File: src/rtl/sequencer_pkg.sv
// Purpose: shared types and constants for the program-ROM instruction sequencer.
// Latency: n/a (declarations only).
// Backpressure: n/a.
package sequencer_pkg;

  localparam int INSTR_W = 16;

  // An all-zero program word marks the end of the program.
  localparam logic [INSTR_W-1:0] HALT_WORD = 16'h0000;

  typedef enum logic [2:0] {
    S_RESET,
    S_WAIT,
    S_FETCH,
    S_ISSUE,
    S_HALT
  } seq_state_t;

  function automatic logic is_halt_word(input logic [INSTR_W-1:0] word);
    return word == HALT_WORD;
  endfunction

endpackage

File: src/rtl/btn_debounce.sv
// Purpose: synchronise a raw bouncing button, debounce it and emit a one-cycle pulse on each accepted rising edge.
// Latency: 2 sync cycles + DEBOUNCE_CYCLES stable cycles + 1 cycle to the registered pulse.
// Backpressure: none; pulses are fire-and-forget and the consumer must take them in the cycle they appear.
module btn_debounce #(
  parameter int DEBOUNCE_CYCLES = 16
) (
  input  logic clk,
  input  logic rst,
  input  logic btn_raw,
  output logic btn_rise
);

  localparam int CNT_W = $clog2(DEBOUNCE_CYCLES + 1);
  localparam logic [CNT_W-1:0] CNT_LAST = CNT_W'(DEBOUNCE_CYCLES - 1);

  logic             sync_q1;
  logic             sync_q2;
  logic             stable_q;
  logic [CNT_W-1:0] cnt_q;

  // Two-flop synchroniser for the asynchronous button input.
  always_ff @(posedge clk or posedge rst) begin
    if (rst) begin
      sync_q1 <= 1'b0;
      sync_q2 <= 1'b0;
    end else begin
      sync_q1 <= btn_raw;
      sync_q2 <= sync_q1;
    end
  end

  // Accept a new level only after it has differed from the stable level for
  // DEBOUNCE_CYCLES consecutive cycles; any bounce back restarts the count.
  always_ff @(posedge clk or posedge rst) begin
    if (rst) begin
      stable_q <= 1'b0;
      cnt_q    <= '0;
      btn_rise <= 1'b0;
    end else begin
      btn_rise <= 1'b0;
      if (sync_q2 == stable_q) begin
        cnt_q <= '0;
      end else if (cnt_q == CNT_LAST) begin
        stable_q <= sync_q2;
        cnt_q    <= '0;
        btn_rise <= sync_q2;
      end else begin
        cnt_q <= cnt_q + 1'b1;
      end
    end
  end

endmodule

File: src/rtl/instr_sequencer.sv
// Purpose: loadable program ROM plus PC sequencer that issues one instruction word per step request to the FSM.
// Latency: step request in cycle t -> fetch in t+1 -> issue in t+2, FullOp/instr_valid registered at the end of t+2.
// Backpressure: none; one step request arriving mid-fetch/issue is held as pending, further ones are dropped.
module instr_sequencer
  import sequencer_pkg::*;
#(
  parameter int PROG_DEPTH      = 32,
  parameter int ADDR_W          = 5,
  parameter int DEBOUNCE_CYCLES = 16,
  parameter int RUN_DIV         = 8,
  parameter int RESET_STEPS     = 2
) (
  input  logic               clk,
  input  logic               rst,
  input  logic               step_btn,
  input  logic               run_mode,
  input  logic               load_en,
  input  logic [ADDR_W-1:0]  load_addr,
  input  logic [INSTR_W-1:0] load_data,
  output logic [INSTR_W-1:0] FullOp,
  output logic [15:0]        imm,
  output logic               cpu_rst,
  output logic               instr_valid,
  output logic [ADDR_W-1:0]  pc,
  output logic               halted
);

  localparam int DIV_W = $clog2(RUN_DIV);
  localparam logic [DIV_W-1:0] DIV_LAST = DIV_W'(RUN_DIV - 1);
  localparam int RST_W = $clog2(RESET_STEPS + 1);
  localparam logic [RST_W-1:0] RST_LAST = RST_W'(RESET_STEPS - 1);
  localparam logic [ADDR_W-1:0] PC_LAST = ADDR_W'(PROG_DEPTH - 1);

  seq_state_t         state_q, state_d;
  logic [RST_W-1:0]   rst_cnt_q, rst_cnt_d;
  logic               pending_q, pending_d;
  logic [ADDR_W-1:0]  pc_d;
  logic [15:0]        imm_d;
  logic [INSTR_W-1:0] full_op_d;
  logic               valid_d;
  logic               halted_d;
  logic               cpu_rst_d;

  logic               btn_rise;
  logic [DIV_W-1:0]   div_cnt_q;
  logic               div_tick;
  logic               step_req;
  logic               load_ok;

  logic [INSTR_W-1:0] prog_mem [PROG_DEPTH];
  logic [INSTR_W-1:0] rd_word;

  btn_debounce #(
    .DEBOUNCE_CYCLES(DEBOUNCE_CYCLES)
  ) u_btn_debounce (
    .clk      (clk),
    .rst      (rst),
    .btn_raw  (step_btn),
    .btn_rise (btn_rise)
  );

  // Auto-run divider: free-runs only in run mode so the first auto step is a
  // full RUN_DIV cycles after run_mode rises.
  always_ff @(posedge clk or posedge rst) begin
    if (rst) begin
      div_cnt_q <= '0;
    end else if (!run_mode || div_cnt_q == DIV_LAST) begin
      div_cnt_q <= '0;
    end else begin
      div_cnt_q <= div_cnt_q + 1'b1;
    end
  end

  assign div_tick = run_mode && (div_cnt_q == DIV_LAST);
  // In run mode the button is ignored entirely.
  assign step_req = run_mode ? div_tick : btn_rise;

  // Writes are only allowed while the sequencer is not reading the program.
  assign load_ok = load_en && (state_q == S_RESET || state_q == S_HALT);

  // Program memory write port; contents survive rst.
  always_ff @(posedge clk) begin
    if (load_ok) begin
      prog_mem[load_addr] <= load_data;
    end
  end

  // Synchronous read port, addressed by the PC during the fetch cycle.
  always_ff @(posedge clk) begin
    if (state_q == S_FETCH) begin
      rd_word <= prog_mem[pc];
    end
  end

  // Next-state and next-output logic for the sequencer FSM.
  always_comb begin
    state_d   = state_q;
    rst_cnt_d = rst_cnt_q;
    pending_d = pending_q;
    pc_d      = pc;
    imm_d     = imm;
    full_op_d = FullOp;
    valid_d   = 1'b0;
    halted_d  = halted;
    cpu_rst_d = cpu_rst;

    case (state_q)
      S_RESET: begin
        cpu_rst_d = 1'b1;
        if (step_req) begin
          if (rst_cnt_q == RST_LAST) begin
            cpu_rst_d = 1'b0;
            state_d   = S_WAIT;
          end else begin
            rst_cnt_d = rst_cnt_q + 1'b1;
          end
        end
      end

      S_WAIT: begin
        if (step_req || pending_q) begin
          pending_d = 1'b0;
          state_d   = S_FETCH;
        end
      end

      S_FETCH: begin
        if (step_req) begin
          pending_d = 1'b1;
        end
        state_d = S_ISSUE;
      end

      S_ISSUE: begin
        if (step_req) begin
          pending_d = 1'b1;
        end
        if (is_halt_word(rd_word)) begin
          full_op_d = HALT_WORD;
          halted_d  = 1'b1;
          pending_d = 1'b0;
          state_d   = S_HALT;
        end else begin
          full_op_d = rd_word;
          valid_d   = 1'b1;
          imm_d     = imm + 16'd1;
          if (pc == PC_LAST) begin
            // Last program word: PC saturates rather than wrapping.
            halted_d  = 1'b1;
            pending_d = 1'b0;
            state_d   = S_HALT;
          end else begin
            pc_d    = pc + 1'b1;
            state_d = S_WAIT;
          end
        end
      end

      S_HALT: begin
        pending_d = 1'b0;
      end

      default: begin
        state_d = S_RESET;
      end
    endcase
  end

  // State and output registers; every output returns to its reset value as soon as rst rises.
  always_ff @(posedge clk or posedge rst) begin
    if (rst) begin
      state_q     <= S_RESET;
      rst_cnt_q   <= '0;
      pending_q   <= 1'b0;
      pc          <= '0;
      imm         <= '0;
      FullOp      <= '0;
      instr_valid <= 1'b0;
      halted      <= 1'b0;
      cpu_rst     <= 1'b1;
    end else begin
      state_q     <= state_d;
      rst_cnt_q   <= rst_cnt_d;
      pending_q   <= pending_d;
      pc          <= pc_d;
      imm         <= imm_d;
      FullOp      <= full_op_d;
      instr_valid <= valid_d;
      halted      <= halted_d;
      cpu_rst     <= cpu_rst_d;
    end
  end

endmodule

File: config.mk
export PLATFORM = sky130hd
export DESIGN_NAME = instr_sequencer
export DESIGN_NICKNAME = d
export VERILOG_FILES = /design/src/rtl/sequencer_pkg.sv /design/src/rtl/btn_debounce.sv /design/src/rtl/instr_sequencer.sv
export SDC_FILE = /design/constraint.sdc
export NUM_CORES = 1
export LEC_CHECK = 0
export CAP_MARGIN = 10
export CORE_UTILIZATION = 45
export CTS_BUF_LIST = sky130_fd_sc_hd__clkbuf_8 sky130_fd_sc_hd__clkbuf_16
export CTS_CLUSTER_DIAMETER = 30
export CTS_CLUSTER_SIZE = 16
export DETAILED_ROUTE_END_ITERATION = 6
export HOLD_SLACK_MARGIN = 0.02
export PLACE_DENSITY = 0.58
export SYNTH_ARGS = -nofsm -noshare
export SYNTH_HDL_FRONTEND = slang
export SYNTH_SLANG_ARGS = --single-unit
File: constraint.sdc
create_clock -name clk -period 3.35 [get_ports clk]
set_clock_uncertainty 0.1 [all_clocks]
set_input_delay 1.005 -clock clk [delete_from_list [all_inputs] [get_ports clk]]
set_output_delay 1.005 -clock clk [all_outputs]
set_load 0.01 [all_outputs]
**After elaboration in Yosys (flattened, before gate mapping)**

Memory sizes are Yosys's and may differ from the RTL's. A register that Yosys moved wholly into a read port is not among the register bits.
Cells that the tools add are included.

- Input bits: 26
- Memory bits (read-only): 0
- Register bits: 58
- Word-level logic and storage cells: 81
- Output and inout port bits: 40
- Bits in latches: 0
- Memories kept: 1
- Bits in writable memories: 512

Memories:

| memory | words | width | read ports | clocked after Yosys merged registers in | write ports | RTL line | text |
|---|---|---|---|---|---|---|---|
| prog_mem | 32 | 16 | 1 | 1 | 1 | instr_sequencer.sv:50 | `logic [INSTR_W-1:0] prog_mem [PROG_DEPTH];` |

- Divide/modulo/power cells: 0
- Reductions and logical operators: 17
- Order comparisons: 0
- Equality and inequality tests: 12
- Add/sub/neg operators: 5
- Mux-type cells: 26
- Shifts and indexed selects: 0
- Bitwise gates (word level): 5
- Multiply operators: 0

Operators with widths:

| kind | number |
|---|---|
| 3-bit two-way mux | 6 |
| 16-bit by 1-bit adder with 16-bit output, second input constant | 1 |
| 16-bit zero test | 1 |
| 16-bit two-way mux | 1 |
| 1-bit two-way mux | 15 |
| 3-bit one-hot mux with 5 select lines | 1 |
| 5-bit by 1-bit adder with 5-bit output, second input constant | 2 |
| 5-bit two-way mux | 2 |
| 2-bit AND reduction | 4 |
| 3-bit by 2-bit == test with 1-bit output, second input constant | 2 |
| 3-bit == test, second input constant | 2 |
| 3-bit AND reduction | 2 |
| 5-bit by 4-bit == test with 1-bit output, second input constant | 1 |
| 5-bit == test, second input constant | 1 |
| 1-bit NOT | 5 |
| 2-bit inequality test, second input constant | 2 |
| 1-bit one-hot mux with 4 select lines | 1 |
| 4-bit AND reduction | 1 |
| 4-bit nonzero test | 1 |
| 3-bit by 1-bit adder with 3-bit output, second input constant | 1 |
| 3-bit by 1-bit == test with 1-bit output, second input constant | 1 |
| 3-bit zero test | 1 |
| 1-bit logical OR | 3 |
| 2-bit by 1-bit adder with 2-bit output, second input constant | 1 |
| other kinds (6) | 7 |

**Logic depth before layout (Yosys ltp)**

- Depth after elaboration: 7
- Gate-level depth with buffers: 8
- Gate-level depth less buffers: 6

**Modules after synthesis**

From an unflattened synthesis, not the netlist that was laid out.

- Cell total of the unflattened synthesis: 1,039
- Area total of the unflattened synthesis: 22,352.7 um^2

Modules (own cells, without submodules):

| module | seq. area each (um^2) | times used | area each (um^2) | cells each |
|---|---|---|---|---|
| instr_sequencer | 17,082.6 | 1 | 22,013.6 | 1,013 |
| btn_debounce | 225.2 | 1 | 339.1 | 26 |

**Worst setup path before layout**

OpenSTA, ideal clock, no wires.

- Path kind: input -> register
- Start: input load_addr[1]
- End: memory prog_mem[12][0], enable pin
- Slack: 601 ps
- Arrival time: 2,261 ps
- Path buffers: 1
- Data required time: 2,862 ps
- Setup time: 388 ps
- Stages on the path: 3
- Cell sequence: or3_1 clkbuf_1 nor2_1

RTL lines:

| item | RTL line | text |
|---|---|---|
| start: declaration | instr_sequencer.sv:18 | `input logic [ADDR_W-1:0] load_addr,` |
| end: declaration | instr_sequencer.sv:50 |  |

No word-level cell before the write port.

**Worst setup path after layout**

- Start: register pc[2]
- End: output pc[2]

RTL lines:

| item | RTL line | text |
|---|---|---|
| start: declaration | instr_sequencer.sv:24 | `output logic [ADDR_W-1:0] pc,` |
| start signal: assignment | instr_sequencer.sv:185 | `pc <= pc_d;` |

No word-level cell between the ends.

==> impl_metrics.csv <==
group,metric,value,unit
timing,worst_pin_slew,870,ps
timing,drv_slew,0,
floorplanning,fp.dieW,226,um
synth,synth_top_family_by_area,"multiplexers",
final_layout,seq_area,17300,sq um
timing,setup_tns,0,ps
placed_design,port_buffers,65,
setup_path,cp_data_required_time,2240,ps
timing,fin_crit_sh,0.910,
synth,synth-compound-area-share,0.0429,
power_and_ir_drop,p_leak,0.0100,uW
detailed_routing,via_count,11484,
synth,synthAdderAreaFrac,0.00388,
grt,grt_max_degree,75,
synth,synth_top_area_share,0.702,
grt,grt_pass1_vias,11757,
synth,yosysUniqueCellTypes,53,
synth,ys_ff_latch,586,
grt,grt_use_total,0.215,
placed_design,place_hpwl,31900,um
clock_tree,post-cts-setup-buffers,0,
power_and_ir_drop,ir_drop,423,uV
floorplanning,row_count,81,
clock_tree,clockBufferDepth,3,
setup_path,worst_setup_path_end_kind,"output pin",
final_layout,area_delta_synth_final,26.1,%
clock_tree,worstSkewPairLatency,650,ps
floorplanning,die_y,226,um
setup_path,crit_slowest_cell,"dfrtp_4",
synth,yosys.area.top_type,"edfxtp_1",
timing,slew_headroom,0.417,
detailed_routing,drt-initial-drc-count,1016,
detailed_routing,ant_nets,0,
synth,synthesis.nets,1141,
floorplanning,die-area,51100,sq um
final_layout,postLayoutCoreUtil,0.578,
clock_tree,hold_buffers,0,
placed_design,gp_congestion,0.772,
floorplanning,core,49300,sq um
detailed_routing,first_pass_iters,5,
setup_path,crit_fanout,21,
floorplanning,start_util,0.458,
setup_path,crit_type,"flop to output pin",
synth,synth.top_cells.by_area,"edfxtp_1 70%, mux4_2 9.2%, dfrtp_1 6.3%",
synth,synthFlopType,"edfxtp_1",
detailed_routing,drc,0,
setup_path,worst_path_dominant_cell_family,"flip-flops",
timing,hold_viol,0,
grt,antenna_found_initial,0,
detailed_routing,wirelength,52600,um
synth,synth_edf_count,528,
power_and_ir_drop,powerDensity,727,nW/um^2
clock_tree,ctsResizeCount,0,
final_layout,drive_above_1_share,0.291,
grt,grt_pass1_wl,78200,um
final_layout,multi_input_area,4950,sq um
synth,yosys.area_share.simple,0.0291,
synth,synth-seq-area-share,0.767,
timing,setup_viol,0,
final_layout,antenna_cells,0,
synth,synth_common_cells,"528 x edfxtp_1, 92 x mux4_2, 66 x mux2i_1",
setup_path,crit_buf_inv,1,
synth,synth-xor-area-share,0.00815,
timing,whs,254,ps
flow_run,cap_violations,0,
clock_tree,cts_root_buf,"clkbuf_16",
timing,period_minus_slack,3050,ps
clock_tree,htree_levels,3,
setup_path,slowest_delay,680,ps
synth,synthMostInstantiatedCell,"edfxtp_1",
setup_path,startpoint_type,"flop",
timing,max_freq,328,MHz
setup_path,crit_chain,"clkdlybuf4s50_1",
clock_tree,cts_tree,"yes",
synth,syn_area_per_cell,20.4,sq um
grt,grt_overflow_total,0,
detailed_routing,wl_per_cell,25.1,um
synth,synthMuxAreaShare,0.134,
clock_tree,path_clk_slew,40,ps
synth,netlist_area,22600,sq um
synth,synth_cells,1108,
synth,async_flop_share,0.0990,
synth,ys_warn_count,0,
clock_tree,cts_num_sinks,586,
detailed_routing,viasPerCell,5.49,
final_layout,finalNetCount,1362,
status,status,"finished, final reports clean",
hold_path,hold_path.class,"flop to flop",
final_layout,nFillCells,3664,
setup_path,worstPathArrival,1940,ps
power_and_ir_drop,fin_total_pwr,20700,uW
floorplanning,io_pins,66,
timing,rsz0062_at_grt,"no",
clock_tree,numCtsBuffers,111,
[layout by cell type (no fill, tap or decap), types with 16 or more instances in the layout]
| cell | count |
|---|---|
| buf_4 | 90 |
| edfxtp_1 | 528 |
| bufinv_16 | 18 |
| a21oi_1 | 38 |
| clkinv_1 | 18 |
| clkdlybuf4s50_1 | 65 |
| o221ai_1 | 16 |
| mux2_2 | 20 |
| clkinvlp_4 | 19 |
| clkinv_2 | 19 |
| nor2_1 | 43 |
| dfrtp_1 | 54 |
| clkbuf_16 | 111 |
| a22oi_1 | 17 |
| inv_1 | 16 |
| mux4_2 | 92 |
| mux2i_1 | 66 |
[registers in the layout, indices dropped and copies added, names as in the netlist]
name,cells
prog_mem,512
FullOp,16
imm,16
rd_word,16
pc,5
u_btn_debounce.cnt_q,5
div_cnt_q,3
state_q,3
rst_cnt_q,2
cpu_rst,1
halted,1
instr_valid,1
pending_q,1
u_btn_debounce.btn_rise,1
u_btn_debounce.stable_q,1
u_btn_debounce.sync_q1,1
u_btn_debounce.sync_q2,1
[final cells by class]
cell class | count | share of cell area
clock buffer | 112 | 0.0980
clock inverter | 100 | 0.0387
inverter | 7 | 0.000923
multi-input combinational | 461 | 0.174
sequential | 586 | 0.608
tap | 664 | 0.0292
timing repair buffer | 162 | 0.0515
[cell families after synthesis]
group,count (synthesis)
DFF,586
muxes,181
AOI/OAI and AO/OA,126
and+or+nand+nor,126
buffers and inverters,61
xor gates and xnor gates,21
adders and majority gates,7
[where the power goes]
part           leakage [uW]  internal (uW)  switching, uW  total, uW
Clock               0.00189           7480           3760      11200
Combinational       0.00263            619            741       1360
Sequential          0.00549           8060           55.6       8120
[stage by stage]
stage	setup WS, ps	cells	area [sq um]
after floorplan	601	1108	22600
after global placement	329	1880	24600
after detailed placement	332	1880	24600
after CTS	263	2092	28500
after global routing	246	2092	28500
final	303	2092	28500
[path summary, 6_finish.rpt]
check	from	endpoint	slack, ps	cells past startpoint
setup / recovery	pc[2]	pc[2]	300	1
hold / removal	u_btn_debounce.sync_q1	u_btn_debounce.sync_q2	250	0
setup reg to reg	pc[0]	rd_word[13]	520	6
hold reg to reg	u_btn_debounce.sync_q1	u_btn_debounce.sync_q2	250	0
max in group asynchronous	rst	FullOp[15]	1950	3
min in group asynchronous	rst	u_btn_debounce.sync_q1	620	2
[metal layers]
metal / part of all wire / up-vias / global-route usage
li1: - / 5091 / -
met1: 0.43 / 5949 / 0.294
met2: 0.49 / 384 / 0.343
met3: 0.065 / 60 / 0.0523
met4: 0.017 / 0 / 0.0586
met5: 0 / - / 0
Power figures use the tool's default switching activity.
